**config.mk**
```make
export PLATFORM = sky130hd
export DESIGN_NAME = dfr_output_layer
export DESIGN_NICKNAME = d
export VERILOG_FILES = /design/src/rtl/dfr_pkg.sv /design/src/rtl/dfr_mac_pipe.sv /design/src/rtl/dfr_output_layer.sv
export SDC_FILE = /design/constraint.sdc
export NUM_CORES = 2
export LEC_CHECK = 0
export BUFFER_PORTS_ARGS = -buffer_cell sky130_fd_sc_hd__buf_2
export CORE_UTILIZATION = 60
export DETAILED_ROUTE_END_ITERATION = 8
export PLACE_DENSITY = 0.78
export SLEW_MARGIN = 20
export SYNTH_ARGS = -nofsm -noshare
export SYNTH_HDL_FRONTEND = slang
export SYNTH_HIERARCHICAL = 1
export SYNTH_SLANG_ARGS = --single-unit
export TNS_END_PERCENT = 20
```
**constraint.sdc**
```tcl
create_clock -name S_AXI_ACLK -period 10.6 [get_ports S_AXI_ACLK]
set_input_delay 2.12 -clock S_AXI_ACLK [delete_from_list [all_inputs] [get_ports S_AXI_ACLK]]
set_output_delay 2.12 -clock S_AXI_ACLK [all_outputs]
set_load 0.01 [all_outputs]
```
**src/rtl/dfr_pkg.sv**
```systemverilog
// Shared types and arithmetic helpers for the DFR readout layer.
// The saturate helper works at a fixed wide width so any accumulator size fits.
package dfr_pkg;

   typedef enum logic [2:0] {
      IDLE,
      ISSUE,
      DRAIN,
      WRITE,
      FINISH
   } state_e;

   localparam int SAT_W = 128;

   function automatic int acc_width(input int data_w, input int nodes);
      return 2 * data_w + $clog2(nodes);
   endfunction

   // Arithmetic shift right by frac_bits, then clamp to the signed out_w range.
   function automatic logic signed [SAT_W-1:0] saturate(
      input logic signed [SAT_W-1:0] acc,
      input int                      frac_bits,
      input int                      out_w
   );
      logic signed [SAT_W-1:0] shifted;
      logic signed [SAT_W-1:0] hi;
      logic signed [SAT_W-1:0] lo;
      shifted = acc >>> frac_bits;
      hi      = (SAT_W'(1) <<< (out_w - 1)) - SAT_W'(1);
      lo      = -hi - SAT_W'(1);
      if (shifted > hi) return hi;
      if (shifted < lo) return lo;
      return shifted;
   endfunction

endpackage

```
**src/rtl/dfr_mac_pipe.sv**
```systemverilog
// Valid-tagged read / multiply / accumulate pipeline for the DFR readout.
// Operands arrive one cycle after in_valid_i; the product lands in acc_o two cycles later.
module dfr_mac_pipe
   import dfr_pkg::*;
#(
   parameter int DATA_W = 32,
   parameter int NODES  = 10,
   parameter int ACC_W  = acc_width(DATA_W, NODES)
) (
   input  logic              clk,
   input  logic              rst_n,
   input  logic              clear_i,
   input  logic              in_valid_i,
   input  logic [DATA_W-1:0] a_i,
   input  logic [DATA_W-1:0] b_i,
   output logic [ACC_W-1:0]  acc_o
);

   localparam int PROD_W = 2 * DATA_W;

   logic signed [DATA_W-1:0] a_s;
   logic signed [DATA_W-1:0] b_s;
   logic                     rd_v_q;
   logic                     mul_v_q;
   logic signed [PROD_W-1:0] prod_q;
   logic signed [ACC_W-1:0]  acc_q;

   assign a_s   = a_i;
   assign b_s   = b_i;
   assign acc_o = acc_q;

   // NOTE: sequential state uses non-blocking assignments so every stage samples pre-edge values.
   always_ff @(posedge clk or negedge rst_n) begin
      if (!rst_n) begin
         rd_v_q  <= 1'b0;
         mul_v_q <= 1'b0;
         prod_q  <= '0;
         acc_q   <= '0;
      end else begin
         rd_v_q  <= in_valid_i;
         mul_v_q <= rd_v_q;
         if (rd_v_q) prod_q <= PROD_W'(a_s) * PROD_W'(b_s);
         if (clear_i)      acc_q <= '0;
         else if (mul_v_q) acc_q <= acc_q + ACC_W'(prod_q);
      end
   end

endmodule

```
**src/rtl/dfr_output_layer.sv**
```systemverilog
// DFR readout: per sample, dot product of VIRTUAL_NODES reservoir states with the weights,
// saturated and written to the output memory at address = sample index.
module dfr_output_layer
   import dfr_pkg::*;
#(
   parameter int VIRTUAL_NODES                = 10,
   parameter int RESERVOIR_DATA_WIDTH         = 32,
   parameter int RESERVOIR_HISTORY_ADDR_WIDTH = 16,
   parameter int WEIGHT_ADDR_WIDTH            = 16,
   parameter int OUTPUT_ADDR_WIDTH            = 16,
   parameter int FRAC_BITS                    = 0
) (
   input  logic                                    S_AXI_ACLK,
   input  logic                                    S_AXI_ARESETN,
   input  logic                                    start,
   input  logic [31:0]                             num_samples,
   output logic                                    busy,
   output logic                                    done,
   output logic [RESERVOIR_HISTORY_ADDR_WIDTH-1:0] res_mem_addr,
   input  logic [RESERVOIR_DATA_WIDTH-1:0]         res_mem_rdata,
   output logic [WEIGHT_ADDR_WIDTH-1:0]            weight_mem_addr,
   input  logic [RESERVOIR_DATA_WIDTH-1:0]         weight_mem_rdata,
   output logic [OUTPUT_ADDR_WIDTH-1:0]            out_mem_addr,
   output logic [RESERVOIR_DATA_WIDTH-1:0]         out_mem_wdata,
   output logic                                    out_mem_wen
);

   localparam int RHAW  = RESERVOIR_HISTORY_ADDR_WIDTH;
   localparam int ACC_W = acc_width(RESERVOIR_DATA_WIDTH, VIRTUAL_NODES);
   localparam int NW    = (VIRTUAL_NODES > 1) ? $clog2(VIRTUAL_NODES) : 1;
   localparam logic [NW-1:0]   N_LAST     = NW'(VIRTUAL_NODES - 1);
   localparam logic [RHAW-1:0] RES_STRIDE = RHAW'(VIRTUAL_NODES);

   state_e           state_q, state_d;
   logic [31:0]      num_q, num_d;
   logic [31:0]      s_q, s_d;
   logic [NW-1:0]    n_q, n_d;
   logic [RHAW-1:0]  base_q, base_d;
   logic             drain_q, drain_d;
   logic [ACC_W-1:0] acc;
   logic signed [ACC_W-1:0] acc_s;

   always_ff @(posedge S_AXI_ACLK or negedge S_AXI_ARESETN) begin
      if (!S_AXI_ARESETN) begin
         state_q <= IDLE;
         num_q   <= '0;
         s_q     <= '0;
         n_q     <= '0;
         base_q  <= '0;
         drain_q <= 1'b0;
      end else begin
         state_q <= state_d;
         num_q   <= num_d;
         s_q     <= s_d;
         n_q     <= n_d;
         base_q  <= base_d;
         drain_q <= drain_d;
      end
   end

   // NOTE: every always_comb target gets a default first so no latch is inferred.
   always_comb begin
      state_d = state_q;
      num_d   = num_q;
      s_d     = s_q;
      n_d     = n_q;
      base_d  = base_q;
      drain_d = drain_q;
      case (state_q)
         IDLE: begin
            if (start) begin
               num_d = num_samples;
               if (num_samples == 32'd0) begin
                  state_d = FINISH;
               end else begin
                  state_d = ISSUE;
                  s_d     = '0;
                  n_d     = '0;
                  base_d  = '0;
                  drain_d = 1'b0;
               end
            end
         end
         ISSUE: begin
            if (n_q == N_LAST) state_d = DRAIN;
            else               n_d     = n_q + NW'(1);
         end
         DRAIN: begin
            drain_d = ~drain_q;
            if (drain_q) state_d = WRITE;
         end
         WRITE: begin
            if (s_q == num_q - 32'd1) begin
               state_d = FINISH;
            end else begin
               state_d = ISSUE;
               s_d     = s_q + 32'd1;
               n_d     = '0;
               base_d  = base_q + RES_STRIDE;
            end
         end
         FINISH:  state_d = IDLE;
         default: state_d = IDLE;
      endcase
   end

   // Address registers only move on entry to an issue cycle, so they hold between reads.
   assign res_mem_addr    = base_q + RHAW'(n_q);
   assign weight_mem_addr = WEIGHT_ADDR_WIDTH'(n_q);
   assign out_mem_addr    = OUTPUT_ADDR_WIDTH'(s_q);
   assign busy            = (state_q == ISSUE) || (state_q == DRAIN) || (state_q == WRITE);
   assign done            = (state_q == FINISH);
   assign out_mem_wen     = (state_q == WRITE);

   assign acc_s         = acc;
   assign out_mem_wdata = out_mem_wen
      ? RESERVOIR_DATA_WIDTH'(saturate(SAT_W'(acc_s), FRAC_BITS, RESERVOIR_DATA_WIDTH))
      : '0;

   dfr_mac_pipe #(
      .DATA_W (RESERVOIR_DATA_WIDTH),
      .NODES  (VIRTUAL_NODES),
      .ACC_W  (ACC_W)
   ) u_mac (
      .clk        (S_AXI_ACLK),
      .rst_n      (S_AXI_ARESETN),
      .clear_i    ((state_q == WRITE) || (state_q == IDLE)),
      .in_valid_i (state_q == ISSUE),
      .a_i        (res_mem_rdata),
      .b_i        (weight_mem_rdata),
      .acc_o      (acc)
   );

endmodule

```
==> results.toml <==
[die]
initial_utilization_pct = 60.7
die-area_um2 = 87600
core-area_um2 = 85400
rows = 107
pin_count = 182
die_h_um = 296
die_w_um = 296

[synthesis]
netlist.area_leader.share_pct = 41.8
postSynthAreaPerCell_um2 = 9.13
yosysUniqueCellTypes = 101
synthTopCellsByArea = "fa_1, dfrtp_1, inv_1"
yosysTopAreaCell = "fa_1"
synth_cells = 5679
async_flop_share_pct = 100
ys.flop_type = "dfrtp_1"
syn-cell-area_um2 = 51800
synth_edf_count = 0
ys_warn_count = 6
yosysSeqAreaShare_pct = 10.7
synth-seq-cells = 221

[sta]
slew_violations = 0
rsz0062_at_grt = "no"
fin_worst_skew_ns = 0.0175
setup_viol = 0
worst_pin_slew_ns = 1.00
slew_headroom_pct = 32.9
tns_ns = 0
max_freq_mhz = 99.7
timing_hold_violations_final = 0
period_needed_ns = 10.03
finalCritPeriodShare_pct = 94.6

[worst_setup_path]
slowest_stage = "fa_1"
crit_path_max_fanout = 32
critPathKind = "input pin to flip-flop"
cp-start-kind = "input pin"
cp_num_buf_inv = 7
critPathRequiredTime_ns = 11.01
critical_path.max_stage_delay_ns = 0.56
worstPathArrival_ns = 10.44
crit_path_end_kind = "flip-flop"
critPathTopFamily = "adder cells"
ff2ff_setup_slack_ns = 6.37
crit_path_frequent_cell = "fa_1"

[clock_tree]
numCtsBuffers = 23
clk_pin_slew_ns = 0.06
clock_sinks = 221
post_cts_resize_count = 0
postCtsSetupRepairBufs = 0
clk_latency_ns = 0.53
cts_root_buf = "clkbuf_16"
cts_max_level = 1
hold_buffers = 0
clock_path_buffers = 3
cts_tree = "built"

[drt]
vias = 39206
ant_nets = 0
drtIter0Drc = 2607
first_pass_iters = 8
wl_um = 131000
drc = 0
via_per_inst = 5.76
wl_per_cell_um = 19.2

[finish]
layout_commonest_cell = "inv_1"
final.fill_count = 7080
area_growth_pct = 4.80
final_nets = 7082
seq_area_um2 = 5530
final_cell_mix = "inv_1, fa_1, nand2_1"
drive_above_1_share_pct = 7.28
fin_util_pct = 63.6
multi_input_area_um2 = 40900

[placed_design]
portBuffers = 169
dp_hpwl_um = 107000
place.gp.congestion = 0.944

[global_route]
grt_pass1_vias = 42666
antenna_found_initial = 9
grt_start_max_net_pins = 117
grt_overflow = 0
grt_pass1_wl_um = 217000
grt.total_usage_pct = 31.3

[outcome]
status = "finished, final reports clean"

[min_path]
hold_path_class = "flip-flop to flip-flop"

[job]
cap_violations = 0
## sequential cells by signal (all words and copies together) (netlist names)
name	cells
u_mac/acc_o	68
u_mac/mul_v_q	1
u_mac/prod_q	64
drain_q	1
base_q	15
s_q	32
num_q	32
u_mac/rd_v_q	1
n_q	4
state_q	3
## worst paths after layout
check,to,start,cells past startpoint
min in group asynchronous,u_mac/acc_o[7],S_AXI_ARESETN,1
setup / recovery,u_mac/prod_q[63],weight_mem_rdata[13],28
hold reg to reg,drain_q,drain_q,1
hold / removal,drain_q,drain_q,1
max in group asynchronous,s_q[30],S_AXI_ARESETN,2
setup reg to reg,u_mac/acc_o[67],u_mac/prod_q[1],12
## cell usage after synthesis (6+ instances only)
master / count
a21o_1: 73
buf_4: 29
nand3_1: 46
o31ai_1: 38
mux2_2: 52
fa_1: 1083
o21ai_0: 107
and4_1: 7
nor4b_1: 6
clkbuf_1: 273
nor2_1: 165
inv_1: 1087
xnor2_1: 120
nor3_1: 31
o21a_1: 15
a211oi_1: 19
or4_1: 29
a31o_2: 9
o21bai_1: 23
and3_1: 24
a21oi_1: 228
a211o_1: 6
and2_1: 524
o211ai_1: 18
a221o_1: 6
buf_2: 17
nand2_1: 731
or4_4: 6
ha_1: 259
nand2b_1: 18
dfrtp_1: 221
nor4_1: 29
a221oi_1: 7
nor2b_1: 21
xor2_1: 50
or2_2: 6
o22ai_1: 6
o21ai_1: 8
a31oi_1: 16
nand3b_1: 7
nand4_1: 61
mux2i_1: 48
or3_1: 26
## area by class of cell
class,count,share of cell area (%)
multi-input combinational,4054,75.3
antenna,9,0.0415
clock buffer,29,1.19
sequential,221,10.2
clock inverter,12,0.401
tap,1144,2.64
timing repair buffer,254,2.75
inverter,1087,7.51
## worst register-to-register path: stages, from the launching register on
cell,delay (ns)
dfrtp_1,0.45
ha_1,0.31
a21oi_1,0.07
nand4b_1,0.22
a2111oi_2,0.54
o211ai_1,0.29
a211oi_2,0.43
o211ai_1,0.28
a311oi_2,0.48
o211ai_1,0.19
a21boi_1,0.29
mux2i_1,0.24
mux2_1,0.34
## per-layer routing
metal	global-route usage, %	share of wire, %
met5	0	0.021
met4	14.6	4.9
met3	3.93	5.3
met2	53.9	50
met1	39.3	39
## cells by family (layout without fill, tap and decap cells)
logic type               Yosys count  in the layout  share of synthesized area [%]
XOR/XNOR                         170            170                           2.87
multiplexers                     101            101                           2.08
buffers and inverters           1415           1382                           10.6
adder cells (fa/ha/maj)         1342           1342                           48.1
other                              1             21                        0.00723
flip-flops                       221            221                           10.7
AO/OA/AOI/OAI                    661            661                           8.43
AND/OR/NAND/NOR                 1768           1768                           17.3
## per-stage QoR
step	setup WS (ns)	hold slack [ns]	area, um^2	cells
2_1_floorplan	1.03	0.370	51900	5690
3_3_place_gp	0.260	0.476	53400	6760
3_5_place_dp	0.144	0.474	53400	6760
4_1_cts	0.667	0.483	54300	6801
5_1_grt	0.129	0.511	54300	6807
6_report	0.573	0.478	54300	6810
Power is not shown: default switching activity piles up to over one toggle a cycle in this logic, so the estimate is an artifact.
